==> config.mk <==
export PLATFORM = sky130hd
export DESIGN_NAME = mac_tx_framer
export DESIGN_NICKNAME = d
export VERILOG_FILES = /design/src/rtl/mac_tx_framer.sv
export SDC_FILE = /design/constraint.sdc
export NUM_CORES = 1
export LEC_CHECK = 0
export CAP_MARGIN = 20
export CORE_MARGIN = 3
export CORE_UTILIZATION = 30
export DETAILED_ROUTE_END_ITERATION = 8
export MAX_ROUTING_LAYER = met4
export PLACE_DENSITY = 0.6
export SYNTH_ARGS = -nofsm -noshare
export SYNTH_HDL_FRONTEND = slang
export SYNTH_SLANG_ARGS = --single-unit
==> constraint.sdc <==
create_clock -name mac_tx_clk -period 9.5 [get_ports mac_tx_clk]
set_input_delay 0.95 -clock mac_tx_clk [delete_from_list [all_inputs] [get_ports mac_tx_clk]]
set_output_delay 0.95 -clock mac_tx_clk [all_outputs]
set_load 0.03 [all_outputs]
==> src/rtl/mac_tx_framer.sv <==
// Ethernet II transmit framer: emits the 14-byte header, streams the payload with
// ready/valid, zero-pads to the minimum frame size and enforces the inter-frame gap.
module mac_tx_framer #(
  parameter int IFG_CYCLES  = 12,
  parameter int MIN_PAYLOAD = 46,
  parameter int MAX_PAYLOAD = 1500,
  parameter int LEN_W       = 11
) (
  input  logic             mac_tx_clk,
  input  logic             mac_tx_rstn,
  input  logic [47:0]      cfg_dst_mac,
  input  logic [47:0]      cfg_src_mac,
  input  logic [15:0]      cfg_ethertype,
  input  logic             start_i,
  input  logic [LEN_W-1:0] len_i,
  input  logic [7:0]       pl_data_i,
  input  logic             pl_valid_i,
  output logic             pl_ready_o,
  output logic             busy_o,
  output logic             done_o,
  output logic             err_o,
  output logic [7:0]       mac_tx_data,
  output logic             mac_tx_valid,
  output logic             mac_tx_sof,
  output logic             mac_tx_eof
);

  typedef enum logic [2:0] {IDLE, HDR, PAYLOAD, PAD, IFG} state_t;

  localparam logic [LEN_W-1:0] ONE      = LEN_W'(1);
  localparam logic [LEN_W-1:0] HDR_LEFT = LEN_W'(13);
  localparam logic [LEN_W-1:0] MIN_L    = LEN_W'(MIN_PAYLOAD);
  localparam logic [LEN_W-1:0] MAX_L    = LEN_W'(MAX_PAYLOAD);
  localparam logic [LEN_W-1:0] IFG_L    = LEN_W'(IFG_CYCLES);

  state_t           state_q, state_d;
  logic [LEN_W-1:0] cnt_q, cnt_d;
  logic [LEN_W-1:0] len_q, len_d;
  logic [111:0]     hdr_q, hdr_d;
  logic [111:0]     hdr_new;
  logic [7:0]       data_q, data_d;
  logic             valid_q, valid_d;
  logic             sof_q, sof_d;
  logic             eof_q, eof_d;
  logic             busy_q, busy_d;
  logic             done_q, done_d;
  logic             err_q, err_d;

  assign hdr_new    = {cfg_dst_mac, cfg_src_mac, cfg_ethertype};
  assign pl_ready_o = (state_q == PAYLOAD);

  // Header byte 0 leaves on the accept edge, so HDR itself only covers bytes 1..13;
  // the header is kept as a left-shifting register, MSB byte always next on the wire.
  always_comb begin
    state_d = state_q;
    cnt_d   = cnt_q;
    len_d   = len_q;
    hdr_d   = hdr_q;
    data_d  = 8'h00;
    valid_d = 1'b0;
    sof_d   = 1'b0;
    eof_d   = 1'b0;
    done_d  = 1'b0;
    err_d   = 1'b0;
    unique case (state_q)
      IDLE: begin
        if (start_i) begin
          if (len_i > MAX_L) begin
            err_d = 1'b1;
          end else begin
            data_d  = hdr_new[111:104];
            hdr_d   = {hdr_new[103:0], 8'h00};
            len_d   = len_i;
            valid_d = 1'b1;
            sof_d   = 1'b1;
            cnt_d   = HDR_LEFT;
            state_d = HDR;
          end
        end
      end
      HDR: begin
        data_d  = hdr_q[111:104];
        hdr_d   = {hdr_q[103:0], 8'h00};
        valid_d = 1'b1;
        if (cnt_q == ONE) begin
          if (len_q == '0) begin
            cnt_d   = MIN_L;
            state_d = PAD;
          end else begin
            cnt_d   = len_q;
            state_d = PAYLOAD;
          end
        end else begin
          cnt_d = cnt_q - ONE;
        end
      end
      PAYLOAD: begin
        valid_d = 1'b1;
        if (!pl_valid_i) begin
          // Underrun: close the frame with a zero byte so mac_rgmii never sees valid drop.
          eof_d   = 1'b1;
          err_d   = 1'b1;
          cnt_d   = IFG_L;
          state_d = IFG;
        end else begin
          data_d = pl_data_i;
          if (cnt_q == ONE) begin
            if (len_q >= MIN_L) begin
              eof_d   = 1'b1;
              done_d  = 1'b1;
              cnt_d   = IFG_L;
              state_d = IFG;
            end else begin
              cnt_d   = MIN_L - len_q;
              state_d = PAD;
            end
          end else begin
            cnt_d = cnt_q - ONE;
          end
        end
      end
      PAD: begin
        valid_d = 1'b1;
        if (cnt_q == ONE) begin
          eof_d   = 1'b1;
          done_d  = 1'b1;
          cnt_d   = IFG_L;
          state_d = IFG;
        end else begin
          cnt_d = cnt_q - ONE;
        end
      end
      IFG: begin
        // IFG_CYCLES cycles here plus the IDLE accept cycle give exactly IFG_CYCLES idle bytes.
        if (cnt_q == ONE) begin
          state_d = IDLE;
        end else begin
          cnt_d = cnt_q - ONE;
        end
      end
      default: begin
        state_d = IDLE;
      end
    endcase
    busy_d = (state_d != IDLE);
  end

  always_ff @(posedge mac_tx_clk) begin
    if (!mac_tx_rstn) begin
      state_q <= IDLE;
      cnt_q   <= '0;
      data_q  <= 8'h00;
      valid_q <= 1'b0;
      sof_q   <= 1'b0;
      eof_q   <= 1'b0;
      busy_q  <= 1'b0;
      done_q  <= 1'b0;
      err_q   <= 1'b0;
    end else begin
      state_q <= state_d;
      cnt_q   <= cnt_d;
      data_q  <= data_d;
      valid_q <= valid_d;
      sof_q   <= sof_d;
      eof_q   <= eof_d;
      busy_q  <= busy_d;
      done_q  <= done_d;
      err_q   <= err_d;
    end
  end

  always_ff @(posedge mac_tx_clk) begin
    len_q <= len_d;
    hdr_q <= hdr_d;
  end

  assign mac_tx_data  = data_q;
  assign mac_tx_valid = valid_q;
  assign mac_tx_sof   = sof_q;
  assign mac_tx_eof   = eof_q;
  assign busy_o       = busy_q;
  assign done_o       = done_q;
  assign err_o        = err_q;

endmodule

# --- After elaboration in Yosys (flattened, before gate mapping) ---
# Cells that the tools add are included.
# W data, S select, Z words.
op_classes:
  bitwise: 1
  n_mux: 41
  n_reduce_logical: 10
  magnitude_cmp: 2
  div_mod_pow: 0
  eq_ne: 8
  n_addsub: 2
  n_shift: 0
  mul: 0
op_table:
  columns: ["cell", "n"]
  rows:
  - ["$mux W112", 2]
  - ["$pmux W112 S2", 1]
  - ["$mux W11", 9]
  - ["$pmux W11 S5", 1]
  - ["$mux W3", 8]
  - ["$mux W8", 3]
  - ["$pmux W8 S3", 1]
  - ["$pmux W3 S5", 1]
  - ["$eq A11 B1 Y1 const B", 1]
  - ["$ge A11 B6 Y1 const B", 1]
  - ["$gt A11 B11 Y1 const B", 1]
  - ["$logic_not A11 Y1", 1]
  - ["$mux W1", 11]
  - ["$sub A11 B1 Y11 const B", 1]
  - ["$sub A6 B11 Y11 const A", 1]
  - ["$pmux W1 S2", 4]
  - ["$eq A3 B2 Y1 const B", 2]
  - ["$ne A2 B2 Y1 const B", 3]
  - ["$reduce_and A3 Y1", 2]
  - ["$reduce_bool A5 Y1", 1]
  - ["$reduce_and A4 Y1", 1]
  - ["$eq A3 B1 Y1 const B", 1]
  - ["$eq A3 B3 Y1 const B", 1]
  - ["$logic_not A3 Y1", 1]
  - ["other kinds (5)", 5]
word_totals:
  memories: 0
  ramBits: 0
  out_inout_bits: 15
  latch_bits: 0
  word_cells: 75
  register_bits: 151
  inputBits: 135
  romBits: 0

# --- Longest topological paths before layout ---
logic_depth:
  word_depth: 6
  mapped_depth: 9
  depth_no_buf: 8

# --- Least setup slack after synthesis ---
# OpenSTA, ideal clock, no wires.
synth_path:
  path_kind: "input -> register"
  from: "input port len_i[1]"
  to: "register hdr_q[100], enable pin"
  path_stages: 3
  setup_time_ns: 0.710
  path_buffers: 0
  arrival_ns: 8.815
  required_ns: 8.790
  setup_slack_ns: -0.025
  cell_sequence: "o2111a_1 > o311a_1 > o21ai_0"
synth_via:
  elab_chain_len: 3
synth_rtl:
  columns: ["element", "line", "source"]
  rows:
  - ["from (decl)", "15", "input logic [LEN_W-1:0] len_i,"]
  - ["$gt A11 B11 Y1", "68", "if (len_i > MAX_L) begin"]
  - ["$ne A2 B2 Y1 (no source line)", null, null]
  - ["$reduce_and A3 Y1 (no source line)", null, null]
  - ["to (signal assigned)", "174", "hdr_q <= hdr_d;"]
  - ["to (decl)", "39", "logic [111:0] hdr_q, hdr_d;"]
# Every way passes these cells.
# A chain may end at the register's enable or synchronous reset.

# --- Worst setup path in the final report ---
layout_path:
  from: "input port len_i[1]"
  to: "register hdr_q[25], enable pin"
# The elaborated chain is that of the path after synthesis.

==> reports/qor.txt <==
status - finished, final reports clean
P_int - 1.29 mW
CP delay by family, top - buffers and inverters
Chip Height - 155 um
placed cell areas - 8360 sq um
hold endpoint - cnt_q[9]
via count - 5,283
fraction of layout cells with a size suffix above 1 - 6.27%
All-Layer GR Usage - 14.3%
# hold bufs at CTS - 0
min Tclk post-route - 3.51 ns
Synth area leader - edfxtp_1
Unique masters post-synth - 68
Post-Place Cells - 1,072
H-Tree Depth - 4
Fin. Hold Viols - 0
placed wire-length estimate - 11.5 mm
grt ovf - 0
FF-to-FF End - hdr_q[25]
Sink Count - 143
syn nets - 821
EDFF count, synth - 115
Largest stage delay, worst path - 0.67 ns
crit-path max FO - 53
Net Sw Power - 0.458 mW
maximum VDD drop - 108 uV
Starting Density - 31.0%
top cells by area, synth - edfxtp_1, nand2_1, dfxtp_1
Power Density - 195 nW/um^2
largest net degree at the start of global routing - 110
Worst Hold Class - register to register
CTS resizes - 0
Setup TNS - 0 ns
Chip Width - 155 um
top-count cell post-synth - nand2_1
drt wl/cell - 15.2 um
critical path launch point type - input pin
io pins - 150
Crit. End Element - register
Initial DRC Count - 405
Fmax - 285 MHz
ANT nets after route - 0
required time worst endpoint - 9.54 ns
# DRC - 0
non-filler cells, final - 1,105
area delta synth->final - 35.5%
CP max stage cell - buf_4
leakage - 3.54 nW
Syn. warnings - 0
Fillers - 2,108
Root Driver - clkbuf_16
HP Start - cnt_q[9]
CP Cell Sequence - clkdlybuf4s50_1, o2111a_1, o311a_1, o21ai_4, buf_4, buf_4
Cells after Synth - 681
Die ar. - 23,900 sq um
Worst Path Buf+Inv - 3
critical path type - input pin to register
Clock power frac - 37.9%
final hold slack - 0.498 ns
Place WS - 5.54 ns
FP Rows - 53
Clk pin slew, worst setup/hold paths - 0.06 ns
clk_lat worst skew - 0.42 ns
Most used DFF post-synth - edfxtp_1
MaxCap Viol Count - 0
most frequent cells after synthesis - nand2_1, edfxtp_1, clkbuf_1, nor2_1, dfxtp_1
final RePlAce weighted congestion - 0.876
Num CTS Buffers - 17
antenna cells - 0
switching part of the total - 26.2%
ys async rst share - 0%
Clock Skews - 0.0118 ns
Pins Over Slew Limit - 0
Max transition margin - 40.5%
antenna violations before repair - 0
clk buf depth - 2
unrepaired setup endpoints after global routing - no
CTS tree - done
iteration count of the initial detailed-routing pass - 5
layout net count - 957
R2R setup slack - 6.71 ns
Design Area, Final - 8980 sq um
CP dominant cell by count - buf_4
endpoints failing setup - 0
post-CTS setup buffers - 0
vias in the first global route - 5,157
Mapped Avg Cell Area - 9.73 sq um
Flop pwr share - 46.3%
worst r2r src - state_q[0]
Mapped Area - 6630 sq um
worst slew pin tran - 0.888 ns
register area share after synthesis - 60.6%
R2R depth - 5
Worst Hold Depth - 2
final wirelength - 16.8 mm
share of the synthesized area in the top cell type - 52.1%
# port buffers - 149
Synth Register Bits - 143
WP depth - 6
fin crit share - 36.9%
Placeable Area - 21,400 sq um
Arr. time, crit path - 3.55 ns
Via density - 4.78
first-pass GRT wire length - 26.3 mm
Comb power frac - 15.8%
worst setup margin - 5.99 ns
## cell usage in the layout, fill, tap and decap left out, types with 3 or more instances in the layout
cell type and n:
buf_4 5, dfxtp_1 28, inv_1 7, nand2b_1 3, o21ai_0 15, a222oi_1 9, clkbuf_16 17, clkdlybuf4s50_1 149
inv_6 3, nor2_1 30, xnor2_1 3, o31ai_1 6, a211oi_1 4, nand2_1 311, a21oi_1 9, or4_1 4
xor2_1 4, clkinvlp_4 3, edfxtp_1 115, nand3_1 6, ha_1 5, clkinv_1 4, nor3_1 9, and2_1 11
## final cells by class
cell class | instances | area [sq um] | share of cell area [%]
multi-input cells | 492 | 2450 | 27.3
inverters | 8 | 30.0 | 0.334
flip-flops and latches | 143 | 4010 | 44.7
clock inverters | 15 | 160 | 1.78
well taps | 275 | 344 | 3.83
repair buffers | 155 | 1560 | 17.3
clock buffers | 17 | 425 | 4.74
## how the worst max path moves through the flow
stage          startpoint         end
2_1_floorplan    len_i[1]  hdr_q[100]
3_3_place_gp     len_i[1]   hdr_q[22]
3_5_place_dp     len_i[1]   hdr_q[14]
4_1_cts          len_i[1]   hdr_q[40]
5_1_grt          len_i[1]   hdr_q[18]
6_report         len_i[1]   hdr_q[25]
## cells by family (layout without fill, tap and decap cells)
family / count (synthesis) / count (layout) / share of synthesized area, %
AND/OR/NAND/NOR: 400 / 400 / 25.4
flip-flops: 143 / 143 / 60.6
AO/OA/AOI/OAI: 79 / 79 / 9.22
buffers and inverters: 46 / 195 / 2.80
XOR/XNOR: 7 / 7 / 0.925
adder cells (fa/ha/maj): 5 / 5 / 0.944
multiplexers: 1 / 1 / 0.151
## sequential cells by signal, indices dropped and copies added (netlist names)
register      cells
mac_tx_eof        1
cnt_q            11
mac_tx_valid      1
mac_tx_sof        1
state_q           3
len_q            11
busy_o            1
err_o             1
mac_tx_data       8
hdr_q           104
done_o            1
## tightest hold or removal path, cell delays in order (launching register included)
cell,delay [ns]
dfxtp_1,0.32
nand2_1,0.06
nand3_1,0.06
## stage by stage
stage	util, %	power [mW]
2_1_floorplan	-	0.988
3_3_place_gp	39.2	1.09
3_5_place_dp	39.2	1.10
4_1_cts	41.9	1.76
5_1_grt	42.0	1.83
6_report	42.0	1.75
## routing by layer
metal | vias to the layer above | GRT usage (%) | share of wire, %
li1 | 2631 | - | -
met1 | 2439 | 18.4 | 45
met2 | 186 | 21.5 | 46
met3 | 27 | 3.89 | 6.8
met4 | 0 | 5.55 | 2.4
met5 | - | - | 0
## power by group through the flow
| stage | clock network [mW] | logic (mW) | registers (mW) |
|---|---|---|---|
| 2_1_floorplan | 0 | 0.160 | 0.829 |
| 4_1_cts | 0.678 | 0.277 | 0.809 |
| 3_5_place_dp | 0 | 0.276 | 0.821 |
| 3_3_place_gp | 0 | 0.274 | 0.819 |
| 6_report | 0.663 | 0.276 | 0.808 |
| 5_1_grt | 0.704 | 0.308 | 0.817 |
No activity file was read; power rests on OpenSTA's default activity.
==> edit: new RTL, same flow settings <==
Register the input `cfg_ethertype` before use, cleared by the reset. The logic sees it one clock later. The other inputs are not delayed to match.
--- a/src/rtl/mac_tx_framer.sv
+++ b/src/rtl/mac_tx_framer.sv
@@ -33,6 +33,16 @@
   localparam logic [LEN_W-1:0] MAX_L    = LEN_W'(MAX_PAYLOAD);
   localparam logic [LEN_W-1:0] IFG_L    = LEN_W'(IFG_CYCLES);
 
+  logic [15:0] cfg_ethertype_q;
+
+  always_ff @(posedge mac_tx_clk) begin
+    if (!mac_tx_rstn) begin
+      cfg_ethertype_q <= '0;
+    end else begin
+      cfg_ethertype_q <= cfg_ethertype;
+    end
+  end
+
   state_t           state_q, state_d;
   logic [LEN_W-1:0] cnt_q, cnt_d;
   logic [LEN_W-1:0] len_q, len_d;
@@ -46,7 +56,7 @@
   logic             done_q, done_d;
   logic             err_q, err_d;
 
-  assign hdr_new    = {cfg_dst_mac, cfg_src_mac, cfg_ethertype};
+  assign hdr_new    = {cfg_dst_mac, cfg_src_mac, cfg_ethertype_q};
   assign pl_ready_o = (state_q == PAYLOAD);
 
   // Header byte 0 leaves on the accept edge, so HDR itself only covers bytes 1..13;
Formal check against the unedited RTL: same outputs for any inputs over 10 cycles, from zero or initial values and one cycle with mac_tx_rstn low; that may be too few to reach the edited logic, so the function may still have changed.
==> edit against the original RTL <==
Sequential cell count up 16. Area after synthesis up 8.4%. Critical path depth did not move. Design area rose by 6.2%. Clock skew barely moved. Die area increased by 8.1%. Via count grew 6.0%. Routed wire length up 10%. Sequential share of layout area is 0.75 points higher. Worst setup slack worse by 270 ps. Register-to-register slack lost 220 ps. Critical endpoint is now hdr_q[16]$_DFFE_PP_. Largest cell class unchanged. Highest routed layer unchanged.
Power is not compared: it rests on default switching activity, and its combinational part moved more than twofold at a synthesized area within 25%.
==> edit: results (changes against the original RTL) <==
| Metric | Value |
|---|---|
| Seq/total area | `0.4547 (+0.007545)` |
| Placement Cell Area | `8920 um2 (+6.6%)` |
| Final Skew | `12.23 ps (+0.4221 ps)` |
| Drt initial violations | `505 (+25%)` |
| Well Taps | `313 (+14%)` |
| DR vias/cell | `4.731 (-1.1%)` |
| Longest Clk Path Bufs | `2 (unchanged)` |
| Post-route insts no fill | `1184 (+7.1%)` |
| Sw frac | `0.3455` |
| Worst hold path depth | `2 (unchanged)` |
| Min Hold Slack | `496.8 ps (-1.403 ps)` |
| Worst R2R Path Depth | `6 (+1)` |
| Post-CTS Setup Bufs | `0 (unchanged)` |
| Max Transition Viols Final | `0 (unchanged)` |
| I/O Buffers | `149 (unchanged)` |
| Register area share after synthesis | `0.6033 (-0.002580)` |
| Launching point of the worst reg2reg path | `state_q[0]$_SDFF_PN0_` |
| R2R Setup Slk | `6490 ps (-220 ps)` |
| Ranking of synthesized cells by area | `edfxtp_1, nand2_1, dfxtp_1` |
| Largest net degree at the start of global routing | `99 (-10%)` |
| Clkbuf count | `18 (+1)` |
| Fraction of layout cells with a size suffix above 1 | `0.05970 (-0.002949)` |
| Status | `completed` |
| Initial antenna violation count | `0 (unchanged)` |
| First-pass DRT Iterations | `5 (unchanged)` |
| Wire length per cell | `15.69 um (+3.1%)` |
| Hold Crit Endpoint | `cnt_q[8]$_SDFFE_PN0P_` |
| Final WS setup | `5725 ps (-267.5 ps)` |
| Clk pin slew, worst setup/hold paths | `70 ps` |
| Least-Margin Pin Slew | `987.7 ps (+99.56 ps)` |
| DP Wirelength | `12640 um (+10%)` |
| Synth cell count leaders | `nand2_1, edfxtp_1, dfxtp_1` |
| Setup WS pre-CTS | `5300 ps (-235.8 ps)` |
| First-pass GRT wire length | `29260 um (+11%)` |
| Post-synth EDFFs | `115 (unchanged)` |
| HP Start | `cnt_q[8]$_SDFFE_PN0P_` |
| Clock buf/inv share | `0.06431 (-0.0009136)` |
| Number of global-route vias before repair | `5521 (+7.1%)` |
| #MultiIn Comb | `514 (+4.5%)` |
| Critical path arrival | `3820 ps (+270 ps)` |
| Mapped Nets | `866 (+5.5%)` |
| Gp weighted congestion | `0.8929 (+2.0%)` |
| Total track usage | `0.1460 (+0.003226)` |
| Num sequential | `159 (+11%)` |
| Final #Nets | `998 (+4.3%)` |
| Crit. Startpoint | `len_i[1]` |
| R2r endpoint | `cnt_q[10]$_SDFFE_PN0P_` |
| Multi-input combinational cell area | `2613 um2 (+6.7%)` |
| Mapped Cells | `726 (+6.6%)` |
| Synth warn | `0 (unchanged)` |
| Peak VDD IR | `0.0001127 V` |
| CP Max Fanout | `78 (+47%)` |
| Unique cell type count in the Yosys netlist | `69 (+1.5%)` |
| Fillcell total | `2248 (+6.6%)` |
| Worst Setup EP | `hdr_q[16]$_DFFE_PP_` |
| Inverter count | `10 (+2)` |
| Non-CTS buffers | `156 (+0.65%)` |
| Registers with the most flip-flops | `hdr_q (104), cfg_ethertype_q (16)` |
| Buffering overhead | `0.1620 (-0.01142)` |
| Total power draw | `2.615 mW` |
[edit: cell types whose count changed after synthesis, sizes merged, moves of 5 or more]
cell and change:
and2 +6, dfxtp +16, nor2b +8, buf +13
nor2 -6, a31oi +7, clkbuf -8, nand3 +5
[edit: cell families (layout without fill, tap and decap cells)]
group / after synthesis / count (layout) / synth area share
buffers and inverters: 53 / 198 / 0.03483
xor gates and xnor gates: 6 / 6 / 0.007314
adders and majority gates: 5 / 5 / 0.008708
DFF: 159 / 159 / 0.6033
and+or+nand+nor: 411 / 411 / 0.2478
AOI/OAI and AO/OA: 92 / 92 / 0.09805
[edit: metal layers]
layer	share of wire	vias to the layer above	global-route usage
met5	0	-	-
met4	0.011	0	0.04106
met3	0.073	15	0.04591
met2	0.46	201	0.2200
met1	0.46	2607	0.1902
li1	-	2778	-
[edit: critical path, cell delays in order]
cell and delay, ps:
clkdlybuf4s50_1 420, o2111a_1 300, o311ai_1 520, nand3_1 360, nand2_4 400, buf_4 810
